==> config.mk <==
export PLATFORM = sky130hd
export DESIGN_NAME = muldiv_unit
export DESIGN_NICKNAME = d
export VERILOG_FILES = /design/src/rtl/muldiv_unit.sv
export SDC_FILE = /design/constraint.sdc
export NUM_CORES = 1
export LEC_CHECK = 0
export CAP_MARGIN = 20
export CORE_AREA = 2 2 139 209
export DETAILED_ROUTE_END_ITERATION = 8
export DIE_AREA = 0 0 141 211
export DONT_BUFFER_PORTS = 1
export PLACE_DENSITY = 0.86
export SYNTH_ARGS = -nofsm -noshare
export SYNTH_HDL_FRONTEND = slang
export SYNTH_SLANG_ARGS = --single-unit
==> constraint.sdc <==
create_clock -name clk -period 3.4 [get_ports clk]
set_input_delay 0.34 -clock clk [delete_from_list [all_inputs] [get_ports clk]]
set_output_delay 0.34 -clock clk [all_outputs]
set_load 0.1 [all_outputs]
==> src/rtl/muldiv_unit.sv <==
// muldiv_unit: iterative multiply/divide engine.
// Radix-2 shift-add multiply (LSB first) and restoring divide (MSB first).
// Signed operations run on magnitudes; the signs are re-applied in FIX.
module muldiv_unit #(
  parameter int WIDTH = 32
) (
  input  logic             clk,
  input  logic             reset,
  input  logic             start,
  input  logic [1:0]       op,
  input  logic [WIDTH-1:0] a,
  input  logic [WIDTH-1:0] b,
  output logic             busy,
  output logic             done,
  output logic [WIDTH-1:0] result_lo,
  output logic [WIDTH-1:0] result_hi,
  output logic             div_by_zero
);

  localparam int CW = (WIDTH > 1) ? $clog2(WIDTH) : 1;
  localparam logic [CW-1:0] LAST_ITER = CW'(WIDTH - 1);

  typedef enum logic [2:0] {
    S_IDLE = 3'd0,
    S_PREP = 3'd1,
    S_ITER = 3'd2,
    S_FIX  = 3'd3,
    S_DONE = 3'd4
  } state_t;

  state_t            state_q, state_d;
  logic [CW-1:0]     cnt_q;

  // Operands captured on the accepting edge
  logic [1:0]        op_q;
  logic [WIDTH-1:0]  a_q, b_q;

  // Iteration datapath
  logic [2*WIDTH-1:0] acc_q;   // product accumulator; low half doubles as dividend/quotient
  logic [WIDTH-1:0]   rem_q;   // partial remainder
  logic [WIDTH-1:0]   m_q;     // multiplicand or divisor magnitude
  logic               sgn_q;   // negate product / quotient
  logic               rsgn_q;  // negate remainder

  logic [WIDTH-1:0]   res_lo_q, res_hi_q;
  logic               dbz_q;

  // Two's-complement magnitude of a value, only when the op is signed
  function automatic logic [WIDTH-1:0] mag(input logic signed [WIDTH-1:0] v,
                                           input logic en);
    logic signed [WIDTH-1:0] n;
    n = -v;
    return (en && v[WIDTH-1]) ? $unsigned(n) : $unsigned(v);
  endfunction

  // Conditional negation modulo 2^WIDTH
  function automatic logic [WIDTH-1:0] cneg_w(input logic [WIDTH-1:0] v,
                                              input logic neg);
    return neg ? ('0 - v) : v;
  endfunction

  // Conditional negation modulo 2^(2*WIDTH)
  function automatic logic [2*WIDTH-1:0] cneg_2w(input logic [2*WIDTH-1:0] v,
                                                 input logic neg);
    return neg ? ('0 - v) : v;
  endfunction

  logic accept, is_div, is_signed, dbz_hit;
  assign accept    = start && ((state_q == S_IDLE) || (state_q == S_DONE));
  assign is_div    = op_q[1];
  assign is_signed = op_q[0];
  assign dbz_hit   = is_div && (b_q == '0);

  logic [WIDTH-1:0] mag_a, mag_b;
  assign mag_a = mag(a_q, is_signed);
  assign mag_b = mag(b_q, is_signed);

  // Multiply step: conditionally add multiplicand to the high half, shift right
  logic [WIDTH:0]     mul_sum;
  logic [2*WIDTH-1:0] mul_next;
  assign mul_sum  = {1'b0, acc_q[2*WIDTH-1:WIDTH]} + {1'b0, (acc_q[0] ? m_q : '0)};
  assign mul_next = {mul_sum, acc_q[WIDTH-1:1]};

  // Divide step: shift next dividend bit into the remainder, trial subtract
  logic [WIDTH:0]   rem_shift;
  logic             rem_ge;
  logic [WIDTH-1:0] rem_sub;
  logic [WIDTH-1:0] q_next;
  assign rem_shift = {rem_q, acc_q[WIDTH-1]};
  assign rem_ge    = rem_shift >= {1'b0, m_q};
  assign rem_sub   = rem_shift[WIDTH-1:0] - m_q;  // fits in WIDTH bits whenever rem_ge
  assign q_next    = {acc_q[WIDTH-2:0], rem_ge};

  // Sign fix-up of the finished magnitudes
  logic [2*WIDTH-1:0] prod_fix;
  logic [WIDTH-1:0]   fix_lo, fix_hi;
  assign prod_fix = cneg_2w(acc_q, sgn_q);
  assign fix_lo   = is_div ? cneg_w(acc_q[WIDTH-1:0], sgn_q) : prod_fix[WIDTH-1:0];
  assign fix_hi   = is_div ? cneg_w(rem_q, rsgn_q) : prod_fix[2*WIDTH-1:WIDTH];

  // State register
  always_ff @(posedge clk or negedge reset) begin
    if (!reset) state_q <= S_IDLE;
    else        state_q <= state_d;
  end

  // Next-state logic
  always_comb begin
    state_d = state_q;
    case (state_q)
      S_IDLE: if (start) state_d = S_PREP;
      S_PREP: state_d = dbz_hit ? S_DONE : S_ITER;
      S_ITER: if (cnt_q == LAST_ITER) state_d = S_FIX;
      S_FIX:  state_d = S_DONE;
      S_DONE: state_d = start ? S_PREP : S_IDLE;
      default: state_d = S_IDLE;
    endcase
  end

  // Moore outputs decoded from the state
  always_comb begin
    busy = 1'b0;
    done = 1'b0;
    case (state_q)
      S_PREP, S_ITER, S_FIX: busy = 1'b1;
      S_DONE:                done = 1'b1;
      default: ;
    endcase
  end

  // Iteration counter: cleared entering ITER, advanced once per iteration
  always_ff @(posedge clk or negedge reset) begin
    if (!reset) begin
      cnt_q <= '0;
    end else if (state_q == S_PREP) begin
      cnt_q <= '0;
    end else if (state_q == S_ITER) begin
      cnt_q <= cnt_q + 1'b1;
    end
  end

  // Result registers: held from DONE until the next FIX or early divide-by-zero DONE
  always_ff @(posedge clk or negedge reset) begin
    if (!reset) begin
      res_lo_q <= '0;
      res_hi_q <= '0;
      dbz_q    <= 1'b0;
    end else begin
      if (accept) dbz_q <= 1'b0;
      if (state_q == S_PREP && dbz_hit) begin
        res_lo_q <= '0;
        res_hi_q <= a_q;
        dbz_q    <= 1'b1;
      end
      if (state_q == S_FIX) begin
        res_lo_q <= fix_lo;
        res_hi_q <= fix_hi;
      end
    end
  end

  // Operand capture and iteration datapath (no reset: only meaningful once loaded)
  always_ff @(posedge clk) begin
    if (accept) begin
      op_q <= op;
      a_q  <= a;
      b_q  <= b;
    end
    case (state_q)
      S_PREP: begin
        sgn_q  <= is_signed & (a_q[WIDTH-1] ^ b_q[WIDTH-1]);
        rsgn_q <= is_signed & a_q[WIDTH-1];
        m_q    <= is_div ? mag_b : mag_a;
        acc_q  <= {{WIDTH{1'b0}}, (is_div ? mag_a : mag_b)};
        rem_q  <= '0;
      end
      S_ITER: begin
        if (is_div) begin
          acc_q <= {acc_q[2*WIDTH-1:WIDTH], q_next};
          rem_q <= rem_ge ? rem_sub : rem_shift[WIDTH-1:0];
        end else begin
          acc_q <= mul_next;
        end
      end
      default: ;
    endcase
  end

  assign result_lo   = res_lo_q;
  assign result_hi   = res_hi_q;
  assign div_by_zero = dbz_q;

endmodule
==> results.toml, run 1 <==
[logic_synthesis]
avgSynthCellArea_sq_um = 9.70
yosysSeqAreaShare_pct = 43.1
yosys_most_used_dff = "edfxtp_1"
synth_top_cell_by_area = "edfxtp_1"
synth_largest_type_area_fraction_pct = 32.9
syn_nets = 1986
synthArstFlopShare_pct = 27.1
synth_area_leaders = "edfxtp_1 33%, dfrtp_1 10%, xor2_1 5.1%, ha_1 4.9%, xnor2_1 4.4%"
ys.warnings.count = 0
synth_cells = 1845
synth_seq_cells = 269
syn_area_sq_mm = 0.0179
synth.distinct_cells = 78
synth_edf_count = 196

[cells_and_area]
multi_input_area_sq_mm = 0.00976
nets = 2087
mostFrequentLayoutCell = "edfxtp_1"
area_growth_pct = 14.5
layoutNonFillerInstCount = 2313
layout-drive-gt1-share_pct = 12.0
insertedDiodeCount = 0
seq_area_sq_mm = 0.00771
nFillCells = 1770
final_cell_mix = "196 x edfxtp_1, 184 x nor2_1, 166 x nand2_1"

[global_routing]
grt_pass1_vias = 16000
grt_pass1_wl_mm = 90.3
grt_max_degree = 117
grt.overflow.total = 0
antenna_found_initial = 0
grtUsageTotal_pct = 39.4

[floorplanning]
num_rows = 75
die_area_sq_mm = 0.0298
die_w_microns = 141
die_h_microns = 211
top_level_ports = 136
initial_core_util_pct = 64.2
core_area_sq_mm = 0.0279

[worst_setup_path]
setup.worst_path.start = "b_q[7]$_DFFE_PP_"
r2r_end = "acc_q[29]$_DFFE_PP_"
crit_top_cell = "buf_4"
start_kind = "register"
worstSetupPathType = "reg2reg"
cp_max_fo = 5
slowest_stage = "edfxtp_1"
crit_chain = "nor4_4 > buf_4 > nand2b_1 > nor4_1 > buf_4 > and2_1 > nand2_1 > o41ai_1 > xor2_1 > a211oi_1 > a21o_1"
worstRegToRegCells = 11
end_kind = "register"
critPathArrivalTime_ns = 3.63
regToRegStartpoint = "b_q[7]$_DFFE_PP_"
r2r_slack_ns = 0.09
slowest_delay_ns = 0.51
crit_required_ns = 3.72

[place]
dp.cells = 2194
dp_hpwl_mm = 40.4
place_congestion = 0.977
portBuffers = 0

[route]
wl_met3_mm = 5.49
viasPerCell = 6.96
highest_layer = "met4"
final_antenna_net_count = 0
drt_wl_total_mm = 58.8
vias = 16100
drc_errors = 0
routedWlPerCell_microns = 25.4
dr_wl_met2_mm = 28.7
drt_first_pass_iters = 8
drt_iter0_markers = 1934
wl_met1_mm = 20.2

[timing]
setup_viol = 0
finalCritPeriodShare_pct = 97.2
hold_viol = 0
slew_viol_final = 0
max_freq_mhz = 303
period_minus_slack_ns = 3.31
worst_slew_pin_slew_ns = 1.07
rsz0062_at_grt = "true"
slew_headroom_pct = 28.8
tns_ns = 0
worst_clock_skew_ns = 0.0139

[power]
powerDensity_mw_per_mm2 = 1100
p_leak_uw = 0.00813
peakVddDrop_mv = 0.765
power_uw = 22500

[worst_hold_path]
worstHoldStart = "start"
min_path_type = "in2reg"
holdPathStages = 3
hold_end = "state_q[0]$_DFFE_PN0P_"

[clock_network]
clk_pin_slew_ns = 0.07
cts-buffers-inserted = 27
clock_sinks = 269
htreeDepth = 1
cts-root-buf = "clkbuf_16"
clk_latency_ns = 0.57
clockBufferDepth = 3
cts_tree = "done"

[job]
drv_cap = 0

[status]
status = "finished clean"
[kinds of logic after synthesis]
family,Yosys count,synth area share (%)
mux,81,6.22
xor+xnor,195,9.54
compound gates,459,16.3
buf+inv,155,3.35
simple gates,614,16.4
flops,269,43.1
fa+ha+maj,72,5.12
[routing by layer]
metal,vias to the layer above,global-route usage (%)
met5,-,0
met4,0,23.0
met3,293,5.89
met2,1175,68.2
met1,7664,46.7
li1,6967,-
[critical path: cells and delay by family (launching register included)]
kind / cells / cell delay [ns]
simple gates: 5 / 1.25
compound gates: 3 / 0.63
xor+xnor: 1 / 0.28
buf+inv: 2 / 0.39
flops: 1 / 0.51
[how the worst max path moves through the flow]
stage / end / slack [ns] / depth (start not counted)
2_1_floorplan: acc_q[58]$_SDFFCE_PN0P_ / 0.26 / 13
3_3_place_gp: acc_q[58]$_SDFFCE_PN0P_ / 0.17 / 14
3_5_place_dp: acc_q[58]$_SDFFCE_PN0P_ / 0.11 / 14
4_1_cts: result_hi[24]$_DFFE_PN0P_ / 0.08 / 9
5_1_grt: acc_q[55]$_SDFFCE_PN0P_ / -0.07 / 14
6_report: acc_q[29]$_DFFE_PP_ / 0.09 / 11
[per-stage QoR]
| step | instance area, sq um | hold slack [ns] | setup slack (ns) | util, % |
|---|---|---|---|---|
| finish | 20500 | 0.0845 | 0.0943 | 73.5 |
| CTS | 20400 | 0.0954 | 0.0751 | 73.0 |
| detailed placement | 18800 | 0.0457 | 0.111 | 67.3 |
| global route | 20500 | 0.106 | -0.0705 | 73.5 |
| global placement | 18800 | 0.0464 | 0.172 | 67.3 |
| floorplan | 17900 | 0.0444 | 0.262 | - |
[sequential cells by signal, summed over array words and instances (netlist names)]
| signal | cells |
|---|---|
| acc_q | 64 |
| a_q | 32 |
| b_q | 32 |
| m_q | 32 |
| rem_q | 32 |
| result_hi | 32 |
| result_lo | 32 |
| cnt_q | 5 |
| state_q | 3 |
| op_q | 2 |
| div_by_zero | 1 |
| rsgn_q | 1 |
| sgn_q | 1 |
[Yosys cell counts, types with 29 or more instances]
cell type	instances
edfxtp_1	196
ha_1	70
a21o_1	32
nand3_1	71
mux2i_1	37
xnor2_1	90
o31ai_1	40
xor2_1	105
dfrtp_1	73
a21oi_1	105
nand2_1	168
nor3_1	29
o21ai_0	131
nor2_1	185
a211oi_1	29
clkbuf_1	71
inv_1	67
[what timing repair did]
action                                  CTS  global route
buffers inserted                          0             1
hold buffers                             68             0
resized for setup                         0            28
endpoints found under the hold margin   139             0
endpoints found under the setup margin    0            84
[report_power, final]
| part | leakage [uW] | switching [uW] | total, uW | internal (uW) |
|---|---|---|---|---|
| clock network | 0.000445 | 1430 | 3120 | 1700 |
| registers | 0.00275 | 4030 | 9150 | 5110 |
| logic | 0.00493 | 6120 | 10300 | 4150 |
[final cells by class]
type | instances | area share (%)
clock buffers | 34 | 3.73
clock inverters | 16 | 0.684
inverters | 67 | 1.23
multi-input cells | 1421 | 47.6
flip-flops and latches | 269 | 37.6
well taps | 346 | 2.11
repair buffers | 160 | 7.02
No activity file was read; power rests on OpenSTA's default activity.
==> run 2: changes to the inputs <==
--- a/config.mk
+++ b/config.mk
@@ -6,11 +6,12 @@
 export NUM_CORES = 1
 export LEC_CHECK = 0
 export CAP_MARGIN = 20
-export CORE_AREA = 2 2 139 209
+export CORE_AREA = 2 2 137 206
+export CTS_BUF_LIST = sky130_fd_sc_hd__clkbuf_4
 export DETAILED_ROUTE_END_ITERATION = 8
-export DIE_AREA = 0 0 141 211
+export DIE_AREA = 0 0 139 208
 export DONT_BUFFER_PORTS = 1
-export PLACE_DENSITY = 0.86
+export PLACE_DENSITY = 0.88
 export SYNTH_ARGS = -nofsm -noshare
 export SYNTH_HDL_FRONTEND = slang
 export SYNTH_SLANG_ARGS = --single-unit
==> run 2 against run 1 <==
Effect of this change:
- cell count increased by 3.7%
- non-clock buffer count is 15 higher
- count of clock-buffer cells in the layout is 60 higher
- utilization increased by 2.8 points
- critical endpoint unchanged
- via count is 5.7% higher
- critical path type unchanged
- cell area is 0.71% higher
- clock power about the same
- combinational power about the same
- sequential share of layout area down 0.27 points
==> results.toml, run 2 (same netlist as run 1, synthesis figures left out) <==
[power]
cell_internal_pwr_uw = 10900
peakVddDrop_mv = 0.879
seq_power_share_pct = 40.4
pwr-share-comb_pct = 45.8
clkPwrFrac_pct = 13.8
p_sw_uw = 11900
p_leak_uw = 0.00829
powerDensity_mw_per_mm2 = 1110
switching_share_pct = 52.1

[route]
routedWlPerCell_microns = 26.4
drt_iter0_markers = 2304
dr_wl_met2_mm = 29.7
wl_met3_mm = 7.85
final_antenna_net_count = 0
drc_errors = 0
highest_layer = "met4"
vias = 17000
wl_met1_mm = 19.9
drt_first_pass_iters = 9
drt_wl_total_mm = 63.3
viasPerCell = 7.10

[worst_setup_path]
cp.depth = 10
crit_top_cell = "nand2_1"
crit_chain = "nor4_2 > nand2_1 > nor4_1 > buf_4 > and2_1 > nand2_1 > o41ai_1 > xor2_1 > a211oi_1 > a21o_1"
crit_family = "simple AND/OR/NAND/NOR gates"
critPathArrivalTime_ns = 3.83
slowest_stage = "edfxtp_1"
cp_max_fo = 5
start_kind = "register"
worstRegToRegCells = 10
end_kind = "register"
worstSetupPathType = "reg2reg"
crit_required_ns = 3.87
slowest_delay_ns = 0.52
timing.critical_path.buf_inv = 1

[floorplanning]
top_level_ports = 136
die_area_sq_mm = 0.0289
die_h_microns = 208
num_rows = 74
core_area_sq_mm = 0.0270
initial_core_util_pct = 66.2
die_w_microns = 139

[timing]
finalCritPeriodShare_pct = 98.8
period_minus_slack_ns = 3.36
max_freq_mhz = 298
worst_clock_skew_ns = 0.0821
worst_slew_pin_slew_ns = 1.06
whs_ns = 0.173
slew_headroom_pct = 29.5
hold_viol = 0
setup_viol = 0
slew_viol_final = 0

[clock_network]
cts-buffers-inserted = 66
htreeDepth = 3
cts_tree = "done"
clockBufferDepth = 3
clk_latency_ns = 0.78
clock_sinks = 269
clk_pin_slew_ns = 0.11
cts-root-buf = "clkbuf_4"

[global_routing]
grt_max_degree = 74
antenna_found_initial = 4
grt.overflow.total = 0
grt_pass1_wl_mm = 94.9
grtUsageTotal_pct = 42.5
grt_pass1_vias = 16900

[cells_and_area]
mostFrequentLayoutCell = "edfxtp_1"
fin_area_sq_mm = 0.0206
layout-drive-gt1-share_pct = 15.2
largest_reg_flops = 64
layoutNonFillerInstCount = 2398
regMostFlops = "acc_q"
final_cell_mix = "196 x edfxtp_1, 184 x nor2_1, 167 x nand2_1"
utilization_pct = 76.4
nets = 2141
area_growth_pct = 15.3

[status]
status = "finished clean"

[place]
dp_hpwl_mm = 40.9
dp.cells = 2201
portBuffers = 0
place_congestion = 1.04
placed_area_sq_mm = 0.0188

[worst_hold_path]
min_path_type = "in2async"

[job]
drv_cap = 0
-- run 2: final timing paths --
path / startpoint / endpoint / slack, ns
worst max-delay path: b_q[2]$_DFFE_PP_ / acc_q[29]$_DFFE_PP_ / 0.04
worst min-delay path: reset / result_lo[16]$_DFFE_PN0P_ / 0.17
worst max register to register: b_q[2]$_DFFE_PP_ / acc_q[29]$_DFFE_PP_ / 0.04
worst min register to register: cnt_q[1]$_DFFE_PN0P_ / cnt_q[1]$_DFFE_PN0P_ / 0.56
max in group asynchronous: reset / result_lo[31]$_DFFE_PN0P_ / 2.83
min in group clk: a[3] / a_q[3]$_DFFE_PP_ / 0.19
-- run 2: per-layer routing --
metal / vias up / GRT usage (%)
li1: 7130 / -
met4: 0 / 30.5
met2: 1557 / 70.8
met1: 7880 / 46.9
met5: - / 0
met3: 457 / 11.2
-- run 2: power groups by stage --
stage / Sequential (uW) / Clock [uW] / Combinational [uW]
floorplan: 8690 / 0 / 6850
global placement: 9060 / 0 / 9440
detailed placement: 9130 / 0 / 9660
CTS: 9070 / 3040 / 9830
global route: 9290 / 3260 / 11200
finish: 9220 / 3150 / 10500
-- run 2: final cells by class --
type,instances,area (sq um)
flip-flops and latches,269,7710
well taps,342,428
multi-input cells,1421,9760
clock inverters,26,211
repair buffers,175,1560
clock buffers,94,706
inverters,67,251
fillers,1674,6390
diodes,4,10.0
-- run 2: timing repair --
| action | 4_1_cts | 5_1_grt |
|---|---|---|
| endpoints found under the setup margin | 0 | 92 |
| resized for setup | 0 | 34 |
| buffers inserted | 0 | 4 |
| hold buffers | 69 | 0 |
| hold endpoints to repair | 140 | 0 |
-- run 2: worst reg2reg max path, delay by kind of cell, from the launching register on --
family / cells / cell delay (ns)
AO/OA/AOI/OAI: 3 / 0.73
XOR/XNOR: 1 / 0.28
buffers and inverters: 1 / 0.21
flip-flops: 1 / 0.52
AND/OR/NAND/NOR: 5 / 1.38
-- run 2: stage by stage --
stage	power [uW]	setup slack, ns	TNS (ns)
after floorplan	15500	0.262	0
after global placement	18500	0.0592	0
after detailed placement	18800	0.0465	0
after CTS	21900	0.0155	0
after global routing	23800	-0.101	-0.217
final	22800	0.0398	0
